$ cat src/rtl/ripple_carry_adder_pkg.sv
// Shared constants and result type for the ripple-carry adder.
// RCA_OVF_EN (defined by the consumer) enables the registered signed-overflow output.
package rca_pkg;

    localparam int RCA_DEFAULT_WIDTH = 4;
    localparam int RCA_MAX_WIDTH     = 64;

    // {carry, sum} for the default width; wider instances size their own vector.
    typedef logic [RCA_DEFAULT_WIDTH:0] rca_result_t;

    typedef logic [RCA_MAX_WIDTH:0] rca_wide_result_t;

endpackage

$ cat src/rtl/ripple_carry_adder_full_adder.sv
// One-bit full-adder cell, purely combinational.
module full_adder (
    input  logic a,
    input  logic b,
    input  logic ci,
    output logic s,
    output logic co
);

    logic p;

    assign p  = a ^ b;
    assign s  = p ^ ci;
    assign co = (a & b) | (ci & p);

endmodule

$ cat src/rtl/ripple_carry_adder.sv
// Registered WIDTH-bit ripple-carry adder with carry out (1-cycle latency).
// Defining RCA_OVF_EN adds the registered two's-complement overflow output ovf.
module ripple_carry_adder
    import rca_pkg::*;
#(
    parameter int WIDTH = RCA_DEFAULT_WIDTH
) (
    input  logic             clk,
    input  logic             rst,
    input  logic [WIDTH-1:0] in1,
    input  logic [WIDTH-1:0] in2,
    output logic [WIDTH-1:0] sum,
    output logic             cout
`ifdef RCA_OVF_EN
    ,
    output logic             ovf
`endif
);

    // Stage p0: combinational ripple chain, carry_p0[i] is the carry into bit i
    logic [WIDTH:0]   carry_p0;
    logic [WIDTH-1:0] sum_p0;

    assign carry_p0[0] = 1'b0;

    for (genvar i = 0; i < WIDTH; i++) begin : g_cell
        full_adder u_fa (
            .a  (in1[i]),
            .b  (in2[i]),
            .ci (carry_p0[i]),
            .s  (sum_p0[i]),
            .co (carry_p0[i+1])
        );
    end

    // Stage p1: output register
    always_ff @(posedge clk or posedge rst) begin
        if (rst) begin
            sum  <= '0;
            cout <= 1'b0;
        end else begin
            sum  <= sum_p0;
            cout <= carry_p0[WIDTH];
        end
    end

`ifdef RCA_OVF_EN
    // Signed overflow: carry into the MSB disagrees with carry out of it.
    logic ovf_p0;

    assign ovf_p0 = carry_p0[WIDTH-1] ^ carry_p0[WIDTH];

    always_ff @(posedge clk or posedge rst) begin
        if (rst) begin
            ovf <= 1'b0;
        end else begin
            ovf <= ovf_p0;
        end
    end
`endif

endmodule

$ cat config.mk
export PLATFORM = sky130hd
export DESIGN_NAME = ripple_carry_adder
export DESIGN_NICKNAME = d
export VERILOG_FILES = /design/src/rtl/ripple_carry_adder_pkg.sv /design/src/rtl/ripple_carry_adder_full_adder.sv /design/src/rtl/ripple_carry_adder.sv
export SDC_FILE = /design/constraint.sdc
export NUM_CORES = 1
export LEC_CHECK = 0
export BUFFER_PORTS_ARGS = -buffer_cell sky130_fd_sc_hd__buf_2
export CAP_MARGIN = 20
export CELL_PAD_IN_SITES_DETAIL_PLACEMENT = 1
export CELL_PAD_IN_SITES_GLOBAL_PLACEMENT = 2
export CORE_AREA = 4 4 41 43
export DETAILED_ROUTE_END_ITERATION = 7
export DIE_AREA = 0 0 45 47
export GPL_ROUTABILITY_DRIVEN = 1
export GPL_TIMING_DRIVEN = 1
export MAX_ROUTING_LAYER = met4
export PLACE_DENSITY_LB_ADDON = 0.08
export SYNTH_ARGS = -nofsm -noshare
export SYNTH_HDL_FRONTEND = slang
export SYNTH_HIERARCHICAL = 1
export SYNTH_SLANG_ARGS = --single-unit
$ cat constraint.sdc
create_clock -name clk -period 0.8 [get_ports clk]
set_input_delay 0.08 -clock clk [delete_from_list [all_inputs] [get_ports clk]]
set_output_delay 0.08 -clock clk [all_outputs]
set_load 0.02 [all_outputs]
==> results.md <==
* Period utilisation layout at 197.8%
* Initial antenna violation count at 0
* Via count at 154
* Starting DRT DRC Count at 0
* Register area share after synthesis at between 50% and 60%
* Area of the multi-input gates at between 90 and 100 µm²
* Antenna Diode Count at 0
* Inst Count DP at 40
* Final non-filler cell total at 45
* Final antenna-violating net count at 0
* CTS tree: yes
* Area after DPL at 309.0 µm²
* Routed wire per std cell at between 10 and 15 µm
* Final setup viols at 9
* Share of layout cells above drive strength 1 at 66.67%
* Syn_area_per_cell at 19.34 µm²
* CP Class: in -> reg
* Failing checks: negative setup slack
* Grt total ovfl at 0
* Worst setup EP type: flip-flop
* Vias in the first global route at around 210
* Sequential share of power at 38.3%
* CTS root buffer: clkbuf_4
* Fin. Hold Viols at 0
* Max Fclk at 631.8 MHz
* H-tree depth at 1
* Synthesized cell area at between 200 and 250 µm²
* Starting Density at between 15 and 20%
* # rows at 13
* Net switching power at between 200 and 250 µW
* Power share of the clock group at 33.4%
* Total track usage at approximately 6.6%
* Max Slew Vio Count at 0
* Sum Neg Setup Slack at -2.124 ns
* Post-layout min period at 1.583 ns
* DR pass1 iterations at 1
* Syn nets at 25
* Power density over cell area at approximately 2100 mW/mm²
* Yosys top cell area share at approximately three fifths
* Syn Inst Count at 11
* Clock Sinks at 5
* Worst Path Required at ~0.90 ns
* Power Total at 822.3 µW
* Switch share at a little over a quarter
* Setup bufs post-CTS at 0
* Max_cap viols at 0
* Startpoint Class: input pin
* Via density at 3.422
* Crit path max fanout at 1
* PortBufs at 14
* #FFs+latches synth at 5
* Combinational share of power at 28.2%
* LEAKAGE at between 0.00015 and 0.0002 µW
* Nets@finish at 45
* DIE WIDTH at approximately 45 µm
* Pre-CTS worst setup slack at -1.084 ns
* # DRC at 0
* Layout area overhead at 80.00%
* Final Instance Area at between 300 and 400 µm²
* Status: complete, but fails checks
* Die area at 0.002115 mm²
* Largest net degree at the start of global routing at 6
* Worst hold path type: in -> reg
* Clock Tree Buf Depth at 2
* PnR worst setup slack at -0.7828 ns
* Yosys top cell by area: dfrtp_1
* Largest cells by area after synthesis: dfrtp_1, fa_1, conb_1, inv_1
* YS warnings at 6
* RSZ-0062 raised after global routing: true
* Core Box Area at 0.001301 mm²
* Unique masters post-synth at 4
* Worst Path Arrival at ~1.7 ns
* CTS buffer count at 3
* Die span in y at 47 µm
* Global-route wire length before repair at slightly above 800 µm
* Max VDD drop at 0.0003932 V
* Internal power at about 610 µW
* Number of I/O pins at 15
* Filler cells at between 100 and 150
* FF+latch area at ~130 µm²
* Clk pin slew, worst setup/hold paths at 0.04 ns
* GPL Wtd Cong at 0.5959
* Drt total wl at 497 µm
-- metrics by stage --
stage / hold WS [ns] / util (%)
CTS: 0.1236 / 29.42
global route: 0.1278 / 29.42
global placement: -0.02403 / 23.75
floorplan: -0.1415 / -
detailed placement: -0.01903 / 23.75
finish: 0.1314 / 29.42
-- critical path, stage by stage --
cell and delay [ns]:
buf_6 0.09, fa_2 0.38, fa_2 0.35, fa_2 0.34, fa_1 0.44
-- registers in the layout, indices dropped and copies added (netlist names) --
| register | count |
|---|---|
| sum | 4 |
| cout | 1 |
-- power groups by stage --
stage	Clock, µW	Combinational (µW)	Sequential [µW]
2_1_floorplan	0	34.2	364
3_3_place_gp	0	177	308
3_5_place_dp	0	184	309
4_1_cts	292	238	317
5_1_grt	304	252	319
6_report	275	232	315
-- cell type report --
class | instances | share of cell area [%]
clock buffer | 4 | 6.863
timing repair buffer | 15 | 30.72
tap | 15 | 4.902
multi-input combinational | 5 | 23.86
inverter | 1 | 0.9804
sequential | 5 | 32.68
-- final timing paths --
kind	startpoint	end	depth (start not counted)
worst max-delay path	in1[0]	sum[3]$_DFF_PP0_	5
worst min-delay path	in2[3]	sum[3]$_DFF_PP0_	2
max in group asynchronous	rst	sum[2]$_DFF_PP0_	3
min in group asynchronous	rst	sum[1]$_DFF_PP0_	3
-- cells in the mapped netlist --
cell type and count:
dfrtp_1 5, fa_1 4, conb_1 1, inv_1 1
-- cell families after synthesis --
| kind of cell | count (synthesis) | synth area share (%) |
|---|---|---|
| other | 1 | 1.763 |
| flip-flops | 5 | 58.82 |
| adder cells (fa/ha/maj) | 4 | 37.65 |
| buffers and inverters | 1 | 1.763 |
-- layout by cell type, fill, tap and decap left out --
cell           count
fa_1               1
dlygate4sd3_1      1
buf_2              8
inv_1              1
clkbuf_1           1
clkbuf_4           3
buf_6              6
dfrtp_1            5
fa_2               3
conb_1             1
-- metal layers --
| layer | share of wire [%] | global-route usage [%] | vias to the layer above |
|---|---|---|---|
| li1 | - | - | 67 |
| met1 | 32 | 4.684 | 72 |
| met3 | 16 | 3.831 | 0 |
| met5 | 0 | - | - |
| met4 | 0 | 8.772 | 0 |
| met2 | 52 | 9.887 | 15 |
-- repair_timing --
item	CTS	global route
hold buffers	1	0
cloned	0	0
pin swaps	1	0
endpoints found under the setup margin	9	9
endpoints found under the hold margin	5	0
gates resized for setup	11	0
(Power assumes the default switching activity.)
